==> src/rtl/add_sub_comp_pipe.sv <==
// Two-stage elastic add/sub/compare unit (ADD, SUB, SLT, CMP) with signed/unsigned compare and full flags.
// Define ADD_SUB_SAT_EN to add the sat_sel input and clamp ADD/SUB results on overflow.
module add_sub_comp_pipe #(
  parameter int DATA_W = 32,
  parameter int ID_W   = 4
) (
  input  logic              clk,
  input  logic              rst,
  input  logic              in_valid,
  output logic              in_ready,
  input  logic [DATA_W-1:0] oprand_A,
  input  logic [DATA_W-1:0] oprand_B,
  input  logic [1:0]        op_sel,
  input  logic              unsigned_sel,
  input  logic [ID_W-1:0]   in_id,
`ifdef ADD_SUB_SAT_EN
  input  logic              sat_sel,
`endif
  output logic              out_valid,
  input  logic              out_ready,
  output logic [DATA_W-1:0] result,
  output logic              less,
  output logic              equal,
  output logic              carry,
  output logic              overflow,
  output logic [ID_W-1:0]   out_id
);

  localparam logic [1:0] OP_ADD = 2'b00;
  localparam logic [1:0] OP_SUB = 2'b01;
  localparam logic [1:0] OP_SLT = 2'b10;
  localparam logic [1:0] OP_CMP = 2'b11;

`ifdef ADD_SUB_SAT_EN
  function automatic logic [DATA_W-1:0] saturate(
    input logic [DATA_W-1:0] wrapped,
    input logic              sat,
    input logic              uns,
    input logic              is_sub,
    input logic              ovf,
    input logic              cy,
    input logic              sign_a
  );
    logic signed [DATA_W-1:0] smax;
    logic signed [DATA_W-1:0] smin;
    smax = {1'b0, {(DATA_W-1){1'b1}}};
    smin = {1'b1, {(DATA_W-1){1'b0}}};
    if (!sat) return wrapped;
    if (uns) begin
      if (!is_sub && cy) return {DATA_W{1'b1}};
      if (is_sub && !cy) return {DATA_W{1'b0}};
      return wrapped;
    end
    if (ovf) return sign_a ? smin : smax;
    return wrapped;
  endfunction
`endif

  logic              vld_p1, vld_p2;
  logic              s1_load, s1_adv, s2_load;

  logic              sub_c;
  logic [DATA_W-1:0] b_eff_c;
  logic [DATA_W:0]   sum_c, diff_c;

  logic [DATA_W:0]   sum_p1, diff_p1;
  logic              sa_p1, sbeff_p1, bmsb_p1, uns_p1;
  logic [1:0]        op_p1;
  logic [ID_W-1:0]   id_p1;
`ifdef ADD_SUB_SAT_EN
  logic              sat_p1;
`endif

  logic [DATA_W-1:0] result_c;
  logic              less_c, equal_c, carry_c, ovf_c, d_ovf_c;

  logic [DATA_W-1:0] result_p2;
  logic              less_p2, equal_p2, carry_p2, ovf_p2;
  logic [ID_W-1:0]   id_p2;

  // Stage 2 refills whenever it is empty or draining, so a full pipe still accepts on out_ready.
  assign s2_load  = ~vld_p2 | out_ready;
  assign s1_adv   = vld_p1 & s2_load;
  assign in_ready = ~vld_p1 | ~vld_p2 | out_ready;
  assign s1_load  = in_valid & in_ready;

  // Stage 1: operand add/sub plus a dedicated A-B so compares never depend on the ADD sum.
  assign sub_c   = (op_sel != OP_ADD);
  assign b_eff_c = oprand_B ^ {DATA_W{sub_c}};
  assign sum_c   = {1'b0, oprand_A} + {1'b0, b_eff_c} + {{DATA_W{1'b0}}, sub_c};
  assign diff_c  = {1'b0, oprand_A} + {1'b0, ~oprand_B} + {{DATA_W{1'b0}}, 1'b1};

  always_ff @(posedge clk) begin
    if (rst)          vld_p1 <= 1'b0;
    else if (s1_load) vld_p1 <= 1'b1;
    else if (s1_adv)  vld_p1 <= 1'b0;
  end

  always_ff @(posedge clk) begin
    if (s1_load) begin
      sum_p1   <= sum_c;
      diff_p1  <= diff_c;
      sa_p1    <= oprand_A[DATA_W-1];
      sbeff_p1 <= b_eff_c[DATA_W-1];
      bmsb_p1  <= oprand_B[DATA_W-1];
      uns_p1   <= unsigned_sel;
      op_p1    <= op_sel;
      id_p1    <= in_id;
`ifdef ADD_SUB_SAT_EN
      sat_p1   <= sat_sel;
`endif
    end
  end

  // Stage 2: flags and per-op result from the registered sums.
  always_comb begin
    ovf_c   = (sa_p1 == sbeff_p1) & (sum_p1[DATA_W-1] != sa_p1);
    d_ovf_c = (sa_p1 == ~bmsb_p1) & (diff_p1[DATA_W-1] != sa_p1);
    carry_c = sum_p1[DATA_W];
    equal_c = (diff_p1[DATA_W-1:0] == {DATA_W{1'b0}});
    less_c  = uns_p1 ? ~diff_p1[DATA_W] : (diff_p1[DATA_W-1] ^ d_ovf_c);
    result_c = {DATA_W{1'b0}};
    case (op_p1)
      OP_ADD, OP_SUB: begin
`ifdef ADD_SUB_SAT_EN
        result_c = saturate(sum_p1[DATA_W-1:0], sat_p1, uns_p1, (op_p1 == OP_SUB),
                            ovf_c, carry_c, sa_p1);
`else
        result_c = sum_p1[DATA_W-1:0];
`endif
      end
      OP_SLT:  result_c = {{(DATA_W-1){1'b0}}, less_c};
      OP_CMP:  result_c = {DATA_W{1'b0}};
      default: result_c = {DATA_W{1'b0}};
    endcase
  end

  always_ff @(posedge clk) begin
    if (rst) begin
      vld_p2    <= 1'b0;
      result_p2 <= {DATA_W{1'b0}};
      less_p2   <= 1'b0;
      equal_p2  <= 1'b0;
      carry_p2  <= 1'b0;
      ovf_p2    <= 1'b0;
      id_p2     <= {ID_W{1'b0}};
    end else begin
      if (s2_load) vld_p2 <= vld_p1;
      if (s1_adv) begin
        result_p2 <= result_c;
        less_p2   <= less_c;
        equal_p2  <= equal_c;
        carry_p2  <= carry_c;
        ovf_p2    <= ovf_c;
        id_p2     <= id_p1;
      end
    end
  end

  assign out_valid = vld_p2;
  assign result    = result_p2;
  assign less      = less_p2;
  assign equal     = equal_p2;
  assign carry     = carry_p2;
  assign overflow  = ovf_p2;
  assign out_id    = id_p2;

endmodule

==> config.mk <==
export PLATFORM = sky130hd
export DESIGN_NAME = add_sub_comp_pipe
export DESIGN_NICKNAME = d
export VERILOG_FILES = /design/src/rtl/add_sub_comp_pipe.sv
export SDC_FILE = /design/constraint.sdc
export NUM_CORES = 1
export LEC_CHECK = 0
export ABC_AREA = 1
export CORE_MARGIN = 2
export CORE_UTILIZATION = 55
export DETAILED_ROUTE_END_ITERATION = 7
export PLACE_DENSITY = 0.78
export SYNTH_ARGS = -nofsm -noshare
export SYNTH_HDL_FRONTEND = slang
export SYNTH_SLANG_ARGS = --single-unit
==> constraint.sdc <==
create_clock -name clk -period 6.6 [get_ports clk]
set_clock_uncertainty 0.2 [all_clocks]
set_input_delay 1.65 -clock clk [delete_from_list [all_inputs] [get_ports clk]]
set_output_delay 1.65 -clock clk [all_outputs]
set_load 0.05 [all_outputs]
# Word level (Yosys, flattened, before mapping)
# Cells that the tools add are included.
# totals
regBits,118
input_bits,75
output_inout_bits,42
wordCells,50
# classes
addsub,4
eq_ne,7
muxes,4
n_bitwise,14
reduce_logical,5
# ops
op,count
32-bit one-hot mux with 3 select lines,1
32-bit by 32-bit adder with 33-bit output,2
33-bit by 1-bit adder with 33-bit output,1
"33-bit by 1-bit adder with 33-bit output, second input constant",1
32-bit zero test,1
32-bit NOT,1
32-bit XOR,1
1-bit bitwise AND,4
"2-bit == test, second input constant",2
1-bit NOT,4
2-bit nonzero test,2
1-bit 2-to-1 mux,3
1-bit OR,3
1-bit == test,2
"2-bit by 1-bit == test with 1-bit output, second input constant",1
2-bit zero test,1
1-bit inequality test,2
2-bit OR reduction,1
1-bit XOR,1

# Logic depth before layout (Yosys ltp)
# depth
word_depth,6
depth_mapped,16

# Worst setup path before layout
# No wires, ideal clock.
# synth_timing
kind,input-to-reg
from,input out_ready
to,"register bmsb_p1, enable pin"
setup_time_ns,0.509
arrival_ns,4.960
required_time_ns,5.891
setup_slack_ns,0.930
path_stages,4
cell_sequence,inv_1 -> nand2_1 -> nor2_1 -> nor2_1
# synth_between
elab_chain_len,2
# synth_rtl
element,line,rtl
start: declaration,20,"input logic out_ready,"
1-bit OR,84,assign in_ready = ~vld_p1 | ~vld_p2 | out_ready;
1-bit bitwise AND,85,assign s1_load = in_valid & in_ready;
via s1_load,60,"logic s1_load, s1_adv, s2_load;"
end signal: assignment,105,bmsb_p1 <= oprand_B[DATA_W-1];
end: declaration,67,"logic sa_p1, sbeff_p1, bmsb_p1, uns_p1;"
# The timed path passes the listed nets, and every way through them passes these cells.
# A chain may end at the register's enable or synchronous reset.

# Worst setup path in the final report
# layout_timing
from,input out_ready
to,output in_ready
# layout_between
elab_chain_len,1
# layout_rtl
element,line,rtl
1-bit OR,84,
end: declaration,10,"output logic in_ready,"
# No other way between the ends.

==> results.md <==
- Main combinational cell family by area after synthesis: simple AND/OR/NAND/NOR gates
- Sequential cell area fraction in the yosys report: a little over a third
- Synth Area in Adders: just over 10%
- Die area: 16,490 sq um
- Initial antenna violation count: 0
- Post-CTS setup buffers: 0
- R2r setup slk: between 4 and 5 ns
- Vias per cell: 5.390
- Xor-xnor portion of the synthesized cell area: about 6.8%
- Compound-cell area share of the yosys netlist: 11.26%
- Final ANT Viol Nets: 0
- Yosys top cell area share: about a quarter
- Worst Hold Endpoint: result[15]$_SDFFE_PP0P_
- Largest net degree at the start of global routing: between 70 and 80
- WHS: around 0.26 ns
- Routed vias: approximately 8,100
- Syn Std Cell Area: 8513 sq um
- Routed WL per cell: 15.87 um
- Max Clk Rate: a little under 200 MHz
- Hold Vio Cnt, Final: 0
- Post-Route WL: between 20,000 and 25,000 um
- Antenna cells: 0
- Gr usage total: roughly 29%
- Final Critical Period: ~5.1 ns
- Final setup fails: 0
- Synth area leader: edfxtp_1
- Max Cap Viol: 0
- Post-CTS Hold Buffers: 0
- WS Path Type: in2out
- Synth Area per Inst: about 7.2 sq um
- Max rail drop VDD: 0.1707 mV
- Vias in the first global route: about 7,500
- Synthesis-stage register bit count: 117
- Final period utilization: 76.69%
- Data required, critical path: between 4 and 5 ns
- Synth Area in Simple Gates: between 20% and 30%
- GRT met1 Usage: between 30% and 40%
- Power per cell area: around 240 nW/um^2
- Ratio of cells with drive above 1 in the final layout: roughly 3.5%
- Initial Utilization: between 50% and 60%
- Met2 usage: 51.50%
- Net count after synthesis: between 1,000 and 1,500
- Die height: 128.4 um
- Area Overhead vs Synth: 22.75%
- Hold Crit Depth: 2
- Grt ovf: 0
- CTS Buffer Depth: 2
- Startpoint types: input port
- Layout net count: 1,442
- Hpwl dp: 19,170 um
- DRT Pass-1 Iters: 6
- Min-Delay Path Class: reg2reg
- Unrepaired setup endpoints after global routing: false
- Port bufs: 116
- Largest cells by area after synthesis: edfxtp_1, nand2_1, dfxtp_1
- CTS root buf: clkbuf_16
- Synth warn: 0
- Number of synthesized flops with an enable pin: 75
- Clk_lat worst skew: about 0.42 ns
- DR iter-0 viols: 434
- Final design utilization: ~70%
- Critical path arrival: 3.21 ns
- Max-slew headroom: approximately a quarter
- Die W: roughly 130 um
- Least-Margin Pin Slew: roughly 1.1 ns
- R2R cell count: 6
- Critical path fanouts, max: 3
- Fin. max-slew vios: 0
- Ys async rst share: 0%
- Core box area: between 15,000 and 20,000 sq um
- Clock transition at path regs: 0.05 ns
- Status: complete, no violations
- Worst R2R Start: out_valid$_SDFFE_PP0N_
- Row count: 45
- CTS tree: built
- CP endpoint kind: primary output
- H-tree depth: 4
- RR Endpoint: overflow$_SDFFE_PP0P_
- Num CTS Buffers: 17
- Cells after Synth: 1,179
- Ports: between 100 and 150
- PostCTS Resize Cnt: 0
- # clock sinks: roughly 120
- Multiplexer share of the synthesized area: 0%
- Static Leak: between 4 and 5 nW
- First-pass GRT wire length: about 37,000 um
- Global routing met3 resource utilization: 4.407%
- Overall power: 2.515 mW
- GP Congestion: around 0.97
- Hold Path Origin: result[15]$_SDFFE_PP0P_
- Top_reg_cell synth: edfxtp_1
- Sum Neg Setup Slack: 0 ns
- DRC violation count after routing: 0
- Netlist cell types: 33
- Busiest layer in global routing: met2
## synthesized netlist by cell type (9+ instances only)
master / count
ha_1: 66
a21oi_1: 113
nor2_1: 117
nor3_1: 15
inv_1: 155
nand3_1: 87
dfxtp_1: 42
nand2_1: 325
edfxtp_1: 75
xor2_1: 64
o21ai_0: 47
clkbuf_1: 9
## area by class of cell
cell class | instances | area, sq um
Multi-Input combinational cell | 888 | 4763
Fill cell | 1313 | 4696
Sequential cell | 117 | 3093
Timing Repair Buffer | 120 | 1191
Inverter | 155 | 581.8
Clock buffer | 20 | 500.5
Tap cell | 188 | 235.2
Clock inverter | 11 | 85.08
## per-stage QoR
step / instances / cell area (sq um) / setup WS [ns]
floorplan: 1179 / 8513 / 0.9303
global placement: 1468 / 9864 / 1.594
detailed placement: 1468 / 9864 / 1.523
CTS: 1499 / 10450 / 1.521
global route: 1499 / 10450 / 1.460
finish: 1499 / 10450 / 1.539
## registers in the layout (all words and copies together), names as in the netlist
| register | count |
|---|---|
| id_p1 | 4 |
| bmsb_p1 | 1 |
| sbeff_p1 | 1 |
| op_p1 | 2 |
| less | 1 |
| sa_p1 | 1 |
| uns_p1 | 1 |
| diff_p1 | 33 |
| sum_p1 | 32 |
| overflow | 1 |
| result | 32 |
| carry | 1 |
| vld_p1 | 1 |
| out_id | 4 |
| equal | 1 |
| out_valid | 1 |
## power breakdown
part / internal (mW) / switching (mW) / leakage (nW) / total (mW)
Sequential: 0.888 / 0.0261 / 1.08 / 0.914
Combinational: 0.249 / 0.451 / 3.43 / 0.700
Clock: 0.549 / 0.352 / 0.289 / 0.901
## placed cells by master, fill, tap and decap left out, types with 3 or more instances in the layout
cell type,count
a21oi_1,113
a31oi_1,5
and2_1,5
buf_4,4
clkbuf_16,20
clkdlybuf4s50_1,116
clkinv_4,4
dfxtp_1,42
edfxtp_1,75
ha_1,66
inv_1,155
inv_6,3
nand2_1,325
nand2_2,8
nand3_1,87
nand3b_1,3
nand4_1,8
nor2_1,116
nor3_1,15
o21a_1,5
o21ai_0,47
o21bai_1,5
xor2_1,64
## per-layer routing
layer	up-vias	part of all wire, %
li1	4114	-
met1	3669	44
met2	265	49
met3	32	4.8
met4	0	2.1
met5	-	0
## cell families (layout without fill, tap and decap cells)
family / after synthesis / after routing
AND/OR/NAND/NOR: 572 / 572
flip-flops: 117 / 117
AO/OA/AOI/OAI: 182 / 182
XOR/XNOR: 66 / 66
adder cells (fa/ha/maj): 68 / 68
buffers and inverters: 174 / 306
## worst max path at each step
stage | from | to | slack [ns] | cells past startpoint
floorplan | out_ready | bmsb_p1$_DFFE_PP_ | 0.93 | 4
global placement | out_ready | in_ready | 1.59 | 6
detailed placement | out_ready | in_ready | 1.52 | 6
CTS | out_ready | in_ready | 1.52 | 6
global route | out_ready | in_ready | 1.46 | 6
finish | out_ready | in_ready | 1.54 | 6
## critical path: stages
cell and delay, ns:
clkdlybuf4s50_1 0.41, inv_1 0.06, nand2_1 0.07, nor2_1 0.21, inv_1 0.10, clkdlybuf4s50_1 0.71
Note: power is estimated with default switching activity, not from simulation.
